[config.mk]
export PLATFORM = sky130hd
export DESIGN_NAME = vga_syncgen_flat
export DESIGN_NICKNAME = d
export VERILOG_FILES = /design/src/rtl/vga_timing_pkg.sv /design/src/rtl/vga_syncgen_if.sv /design/src/rtl/vga_syncgen.sv /design/src/flat_wrapper.sv
export SDC_FILE = /design/constraint.sdc
export NUM_CORES = 1
export LEC_CHECK = 0
export ABC_AREA = 1
export CORE_ASPECT_RATIO = 0.9
export CORE_MARGIN = 2
export CORE_UTILIZATION = 40
export CTS_BUF_LIST = sky130_fd_sc_hd__clkbuf_16
export CTS_CLUSTER_SIZE = 14
export DETAILED_ROUTE_END_ITERATION = 12
export GPL_TIMING_DRIVEN = 0
export PLACE_DENSITY = 0.69
export SLEW_MARGIN = 20
export SYNTH_ARGS = -nofsm -noshare
export SYNTH_HDL_FRONTEND = slang
export SYNTH_SLANG_ARGS = --single-unit
[constraint.sdc]
create_clock -name CLK -period 2.4 [get_ports CLK]
set_input_delay 0.48 -clock CLK [delete_from_list [all_inputs] [get_ports CLK]]
set_output_delay 0.48 -clock CLK [all_outputs]
set_load 0.005 [all_outputs]
[src/rtl/vga_timing_pkg.sv]
// Shared 640x480@60 timing constants and counter type for the
// sync generator, the pattern stage and the bench.
package vga_timing_pkg;

    localparam int HPERIOD = 800;
    localparam int HFRONT  = 16;
    localparam int HWIDTH  = 96;
    localparam int HBACK   = 48;
    localparam int VPERIOD = 525;
    localparam int VFRONT  = 10;
    localparam int VWIDTH  = 2;
    localparam int VBACK   = 33;

    localparam int HACTIVE = HPERIOD - HFRONT - HWIDTH - HBACK;
    localparam int VACTIVE = VPERIOD - VFRONT - VWIDTH - VBACK;

    localparam int CNT_W  = 10;
    localparam int FCNT_W = 16;

    typedef logic [CNT_W-1:0] cnt_t;

endpackage

[src/rtl/vga_syncgen_if.sv]
// Video timing bundle: pixel counters plus registered HS/VS/DE strobes.
// The sync generator drives the master side, the pattern stage reads the slave side.
interface vga_syncgen_if #(
    parameter int CNT_W = vga_timing_pkg::CNT_W
);
    import vga_timing_pkg::*;

    logic [CNT_W-1:0]  HCNT;
    logic [CNT_W-1:0]  VCNT;
    logic              HS;
    logic              VS;
    logic              DE;
    logic              FSTART;
    logic [FCNT_W-1:0] FRAMECNT;

    modport master (
        output HCNT, VCNT, HS, VS, DE, FSTART, FRAMECNT
    );

    modport slave (
        input HCNT, VCNT, HS, VS, DE, FSTART, FRAMECNT
    );

endinterface

[src/rtl/vga_syncgen.sv]
// Free-running VGA timing generator; strobes lag the counters by one clock.
// Optional completed-frame counter enabled by SYNCGEN_FRAMECNT_EN.
module vga_syncgen #(
    parameter int HPERIOD = vga_timing_pkg::HPERIOD,
    parameter int HFRONT  = vga_timing_pkg::HFRONT,
    parameter int HWIDTH  = vga_timing_pkg::HWIDTH,
    parameter int HBACK   = vga_timing_pkg::HBACK,
    parameter int VPERIOD = vga_timing_pkg::VPERIOD,
    parameter int VFRONT  = vga_timing_pkg::VFRONT,
    parameter int VWIDTH  = vga_timing_pkg::VWIDTH,
    parameter int VBACK   = vga_timing_pkg::VBACK,
    parameter int CNT_W   = vga_timing_pkg::CNT_W
) (
    input  logic          CLK,
    input  logic          RST,
    vga_syncgen_if.master vid
);
    import vga_timing_pkg::*;

    localparam int HACT = HPERIOD - HFRONT - HWIDTH - HBACK;
    localparam int VACT = VPERIOD - VFRONT - VWIDTH - VBACK;

    localparam logic [CNT_W-1:0] H_LAST = CNT_W'(HPERIOD - 1);
    localparam logic [CNT_W-1:0] V_LAST = CNT_W'(VPERIOD - 1);
    localparam logic [CNT_W-1:0] H_ACT  = CNT_W'(HACT);
    localparam logic [CNT_W-1:0] V_ACT  = CNT_W'(VACT);
    localparam logic [CNT_W-1:0] HS_BEG = CNT_W'(HACT + HFRONT);
    localparam logic [CNT_W-1:0] HS_END = CNT_W'(HACT + HFRONT + HWIDTH - 1);
    localparam logic [CNT_W-1:0] VS_BEG = CNT_W'(VACT + VFRONT);
    localparam logic [CNT_W-1:0] VS_END = CNT_W'(VACT + VFRONT + VWIDTH - 1);

    logic [CNT_W-1:0] hcnt_q, hcnt_d;
    logic [CNT_W-1:0] vcnt_q, vcnt_d;
    logic             hs_q, hs_d;
    logic             vs_q, vs_d;
    logic             de_q, de_d;
    logic             fstart_q, fstart_d;
    logic             hwrap, vwrap;

    always_comb begin
        hwrap  = (hcnt_q == H_LAST);
        vwrap  = (vcnt_q == V_LAST);
        hcnt_d = hwrap ? '0 : hcnt_q + CNT_W'(1);
        vcnt_d = vcnt_q;
        if (hwrap) begin
            vcnt_d = vwrap ? '0 : vcnt_q + CNT_W'(1);
        end
    end

    // Decode the current counters; registering it yields the one-clock lag.
    always_comb begin
        de_d     = (hcnt_q < H_ACT) && (vcnt_q < V_ACT);
        hs_d     = !((hcnt_q >= HS_BEG) && (hcnt_q <= HS_END));
        vs_d     = !((vcnt_q >= VS_BEG) && (vcnt_q <= VS_END));
        fstart_d = (hcnt_q == '0) && (vcnt_q == '0);
    end

    always_ff @(posedge CLK or negedge RST) begin
        if (!RST) begin
            hcnt_q   <= '0;
            vcnt_q   <= '0;
            hs_q     <= 1'b1;
            vs_q     <= 1'b1;
            de_q     <= 1'b0;
            fstart_q <= 1'b0;
        end else begin
            hcnt_q   <= hcnt_d;
            vcnt_q   <= vcnt_d;
            hs_q     <= hs_d;
            vs_q     <= vs_d;
            de_q     <= de_d;
            fstart_q <= fstart_d;
        end
    end

`ifdef SYNCGEN_FRAMECNT_EN
    logic              fseen_q, fseen_d;
    logic [FCNT_W-1:0] fcnt_q, fcnt_d;

    // The first frame start after reset only arms the counter.
    always_comb begin
        fseen_d = fseen_q | fstart_d;
        fcnt_d  = fcnt_q;
        if (fstart_d && fseen_q) begin
            fcnt_d = fcnt_q + FCNT_W'(1);
        end
    end

    always_ff @(posedge CLK or negedge RST) begin
        if (!RST) begin
            fseen_q <= 1'b0;
            fcnt_q  <= '0;
        end else begin
            fseen_q <= fseen_d;
            fcnt_q  <= fcnt_d;
        end
    end

    assign vid.FRAMECNT = fcnt_q;
`else
    assign vid.FRAMECNT = '0;
`endif

    assign vid.HCNT   = hcnt_q;
    assign vid.VCNT   = vcnt_q;
    assign vid.HS     = hs_q;
    assign vid.VS     = vs_q;
    assign vid.DE     = de_q;
    assign vid.FSTART = fstart_q;

endmodule

[src/flat_wrapper.sv]
// flat-port wrapper written by rule: the top's interface ports become plain ports
module vga_syncgen_flat import vga_timing_pkg::*;
#(
    parameter int HPERIOD = vga_timing_pkg::HPERIOD,
    parameter int HFRONT  = vga_timing_pkg::HFRONT,
    parameter int HWIDTH  = vga_timing_pkg::HWIDTH,
    parameter int HBACK   = vga_timing_pkg::HBACK,
    parameter int VPERIOD = vga_timing_pkg::VPERIOD,
    parameter int VFRONT  = vga_timing_pkg::VFRONT,
    parameter int VWIDTH  = vga_timing_pkg::VWIDTH,
    parameter int VBACK   = vga_timing_pkg::VBACK,
    parameter int CNT_W   = vga_timing_pkg::CNT_W
)
  (CLK, RST, vid_HCNT, vid_VCNT, vid_HS, vid_VS, vid_DE, vid_FSTART, vid_FRAMECNT);
  vga_syncgen_if #(.CNT_W(CNT_W)) vid_i ();
  input  logic CLK;
  input  logic RST;
  output wire logic [$bits(vid_i.HCNT)-1:0] vid_HCNT;
  output wire logic [$bits(vid_i.VCNT)-1:0] vid_VCNT;
  output wire logic [$bits(vid_i.HS)-1:0] vid_HS;
  output wire logic [$bits(vid_i.VS)-1:0] vid_VS;
  output wire logic [$bits(vid_i.DE)-1:0] vid_DE;
  output wire logic [$bits(vid_i.FSTART)-1:0] vid_FSTART;
  output wire logic [$bits(vid_i.FRAMECNT)-1:0] vid_FRAMECNT;
  assign vid_HCNT = vid_i.HCNT;
  assign vid_VCNT = vid_i.VCNT;
  assign vid_HS = vid_i.HS;
  assign vid_VS = vid_i.VS;
  assign vid_DE = vid_i.DE;
  assign vid_FSTART = vid_i.FSTART;
  assign vid_FRAMECNT = vid_i.FRAMECNT;
  vga_syncgen #(.HPERIOD(HPERIOD), .HFRONT(HFRONT), .HWIDTH(HWIDTH), .HBACK(HBACK), .VPERIOD(VPERIOD), .VFRONT(VFRONT), .VWIDTH(VWIDTH), .VBACK(VBACK), .CNT_W(CNT_W)) u_core (.CLK(CLK), .RST(RST), .vid(vid_i));
endmodule
# Word-level counts from Yosys, hierarchy flattened
# Index checks and enable logic that the tools add are counted.
[totals] reg_bits=24 input_bits=2 output_inout_bits=40 elab_cells=26
[classes] add_sub_neg=2 order_cmp=6 eq_ne=2 muxes=2 n_reduce_logical=8
[ops] operator="adder 10 x 1 -> 10 bit, second input constant" count=2
[ops] operator="equality test 10 bit, second input constant" count=2
[ops] operator="logical NOT 10 bit" count=2
[ops] operator="2-to-1 mux 10 bit" count=2
[ops] operator="greater-or-equal comparator 10 bit, second input constant" count=1
[ops] operator="greater-or-equal comparator 10 x 9 -> 1 bit, second input constant" count=1
[ops] operator="<= comparator 10 bit, second input constant" count=1
[ops] operator="<= comparator 10 x 9 -> 1 bit, second input constant" count=1
[ops] operator="less-than comparator 10 bit, second input constant" count=1
[ops] operator="less-than comparator 10 x 9 -> 1 bit, second input constant" count=1
[ops] operator="logical AND 1 bit" count=4
[ops] operator="logical NOT 1 bit" count=2

# Depth between registers and ports, before layout
[logic_depth] ltp_word=3 mapped_depth=8 ltp_nobuf=8

# Least setup slack after synthesis
# Ideal clock, no wire load.
[synth_timing] path_type="register to register" from="register u_core.hcnt_q[0] (netlist: u_core.vid.HCNT[0])" to="register u_core.vcnt_q[0] (netlist: u_core.vid.VCNT[0])" setup_time_ns=0.128 arrival_ns=1.289 t_required_ns=2.272 setup_slack_ns=0.983 path_stages_with_launch=8 path_buffers=1 period_less_slack_ns=1.417 cell_sequence="dfrtp_1 ha_1 nand2_1 nor2_2 nand3_2 nor2_8 buf_6 o21ai_0"
[synth_via] elab_chain_cells=1
[synth_rtl] item="start, declared" line="vga_syncgen.sv:32" rtl="logic [CNT_W-1:0] hcnt_q, hcnt_d;"
[synth_rtl] item="start signal, assigned" line="vga_syncgen.sv:67" rtl="hcnt_q <= hcnt_d;"
[synth_rtl] item="equality test 10 bit" line="vga_syncgen.sv:41" rtl="hwrap = (hcnt_q == H_LAST);"
[synth_rtl] item="end signal, assigned" line="vga_syncgen.sv:68" rtl="vcnt_q <= vcnt_d;"
[synth_rtl] item="end, declared" line="vga_syncgen.sv:33" rtl="logic [CNT_W-1:0] vcnt_q, vcnt_d;"
# Every way passes these cells.
# A chain may end at the register's enable or synchronous reset.

# Final worst setup path
[layout_timing] from="register u_core.hcnt_q[4] (netlist: u_core.vid.HCNT[4])" to="output vid_HCNT[4]"
[layout_rtl] item="end, declared" line="flat_wrapper.sv:18" rtl="output wire logic [$bits(vid_i.HCNT)-1:0] vid_HCNT;"
# No word-level cell between the ends.

==> flow_summary_export.csv <==
group,metric,value,unit
yosys,seq_area_frac_synth,41.0,%
die,die_area,0.00418,mm^2
critical_path,cp_num_buf_inv,1,
critical_path,cp_cell_sequence,"clkdlybuf4s50_1",
clock_tree,cts.sinks,24,
sta,fin_setup_tns,0,ns
drt,vias_per_cell,4.73,
critical_path,cp-start-kind,"flop",
critical_path,critPathKind,"flop to output pin",
critical_path,worstPathRequired,1.92,ns
yosys,synth_cell_types,25,
sta,fin_crit,1.78,ns
place,hpwl,2240,um
sta,finalWorstSetupSlack,0.621,ns
layout,seq_area,603,um^2
global_routing,grt_util_met1,24.1,%
global_routing,gr-total-overflow,0,
critical_path,worst-endpoint-arrival,1.30,ns
yosys,ys_warn_count,0,
sta,fin_skew,0.00422,ns
clock_tree,cts_tree,"built",
critical_path,crit_family,"buffers and inverters",
global_routing,grt_first_pass_wirelength,5170,um
critical_path,crit_cells,1,
hold_path,hold_class,"input port to asynchronous set/reset pin",
layout,final_cell_mix,"nand2_1 (37), inv_1 (25), clkdlybuf4s50_1 (24)",
drt,drc,0,
clock_tree,cts_made_buffers,3,
power,leakagePower,0.933,nW
die,io_pins,42,
drt,wl,3010,um
critical_path,setup.worst_path.end_class,"output pin",
critical_path,crit_slowest_cell,"clkdlybuf4s50_1",
global_routing,grt.met3_usage,2.19,%
die,die_h,61.6,um
run,max_cap_viol_count,0,
yosys,yosys_register_bits,24,
sta,timing.hold.ws,0.192,ns
layout,multi_input_area,693,um^2
layout,nNetsFinal,241,
layout,final_common_cell,"nand2_1",
place,dp_slack,0.588,ns
clock_tree,clkTransAtPathRegs,0.06,ns
drt,dr_total_vias,1309,
clock_tree,h-tree-depth,1,
sta,worstMarginPinSlew,0.516,ns
sta,max_clock_freq,562,MHz
power,powerDensity,417,mW/mm^2
drt,dr.first_iter.drc_count,64,
clock_tree,ctsHoldBuffers,0,
clock_tree,cts_root_buf,"clkbuf_16",
die,die_w,68.0,um
clock_tree,post_cts_buffers,0,
place,placed_cells,273,
layout,stdcell_count,277,
global_routing,grt.busiest_layer,"met2",
yosys,synth_area_per_cell,7.79,um^2
die,core-area,0.00345,mm^2
clock_tree,clockBufferDepth,2,
global_routing,grt_pass1_vias,1185,
critical_path,reg2reg_depth,7,
place,io_buffers,25,
global_routing,grt_max_degree,25,
die,initial_core_util,42.6,%
power,peakVddDrop,232,uV
global_routing,grt_usage,16.3,%
yosys,synth.cell_area,0.00147,mm^2
critical_path,reg2reg_slack,0.74,ns
critical_path,crit_path_max_fanout,8,
sta,slew_headroom,65.6,%
global_routing,use_met2,24.8,%
sta,slew_viol_final,0,
yosys,syn-instance-count,189,
layout,drive_gt1_share,12.4,%
clock_tree,post_cts_resized,0,
drt,detail-route-antenna-nets,0,
drt,wl_per_cell,10.9,um
place,gp_congestion,0.858,
die,rows,20,
global_routing,antenna_found_initial,0,
layout,area_growth,29.6,%
critical_path,slowest_delay,0.55,ns
clock_tree,clkLatencyLatePin,0.25,ns
sta,setup_viol,0,
sta,period_share,74.1,%
outcome,status,"finished clean",
layout,antenna_cells,0,
drt,firstDrtPassIters,4,
sta,hold_violations,0,
sta,rsz0062_at_grt,"false",
layout,final.fill_count,332,
[sequential cells by signal, indices dropped and copies added, names as in the netlist]
name               flops
u_core.vid.HCNT       10
u_core.vid.VCNT       10
u_core.vid.DE          1
u_core.vid.FSTART      1
u_core.vid.HS          1
u_core.vid.VS          1
[synth_stat cells]
library cell / instances / area [um^2]
a21oi_1: 2 / 10.0
o21ai_0: 10 / 50.1
o21ai_1: 1 / 5.00
clkbuf_1: 1 / 3.75
o211ai_1: 1 / 7.51
nand4_1: 9 / 56.3
conb_1: 1 / 3.75
nand3_2: 2 / 20.0
o21bai_1: 1 / 7.51
dfrtp_1: 22 / 551
dfstp_2: 2 / 52.6
nor3_1: 6 / 30.0
nor2_1: 22 / 82.6
nor4_1: 2 / 12.5
nor2_8: 1 / 20.0
xnor2_1: 2 / 17.5
buf_4: 16 / 120
buf_6: 1 / 11.3
nand2_1: 37 / 139
ha_1: 5 / 62.6
inv_2: 1 / 3.75
xor2_1: 4 / 35.0
nor2_2: 2 / 12.5
nand3_1: 13 / 65.1
inv_1: 25 / 93.8
[kinds of logic after synthesis]
logic type | Yosys count | share of synthesized area, %
flops | 24 | 41.0
other cells | 1 | 0.255
compound gates | 15 | 5.44
buf+inv | 44 | 15.8
fa+ha+maj | 5 | 4.25
simple gates | 94 | 29.7
xor+xnor | 6 | 3.57
[layer usage]
layer / part of all wire [%] / routed length [um]
met2: 45 / 1350
met3: 4.7 / 140
met4: 0.33 / 10
met5: 0 / 0
met1: 50 / 1510
[metrics by stage]
step	instance area [um^2]	utilization, %	power (mW)
after detailed placement	1830	53.1	0.446
final	1910	55.3	0.795
after global placement	1830	53.1	0.446
after CTS	1910	55.4	0.811
after floorplan	1530	-	0.437
after global routing	1910	55.3	0.832
[power by group]
| part | total (mW) | switching (mW) | internal (mW) |
|---|---|---|---|
| logic | 0.0332 | 0.0164 | 0.0168 |
| registers | 0.405 | 0 | 0.405 |
| clock network | 0.357 | 0.135 | 0.222 |
| total | 0.795 | 0.151 | 0.644 |
[area by class of cell]
type	instances	area share [%]
clock buffer	3	3.93
buffer	18	7.08
tap	44	2.89
multi-input combinational	136	36.3
timing repair buffer	25	12.9
inverter	26	5.11
sequential	24	31.6
clock inverter	1	0.197
[path summary, 6_finish.rpt]
| path | startpoint | to |
|---|---|---|
| worst max-delay path | u_core.vid.HCNT[4] | vid_HCNT[4] |
| min in group CLK | u_core.vid.HCNT[2] | u_core.vid.HCNT[2] |
| worst max register to register | u_core.vid.VCNT[0] | u_core.vid.VCNT[2] |
| max in group asynchronous | RST | u_core.vid.HS |
| worst min register to register | u_core.vid.HCNT[2] | u_core.vid.HCNT[2] |
| worst min-delay path | RST | u_core.vid.HCNT[0] |
Note: power is estimated with default switching activity, not from simulation.
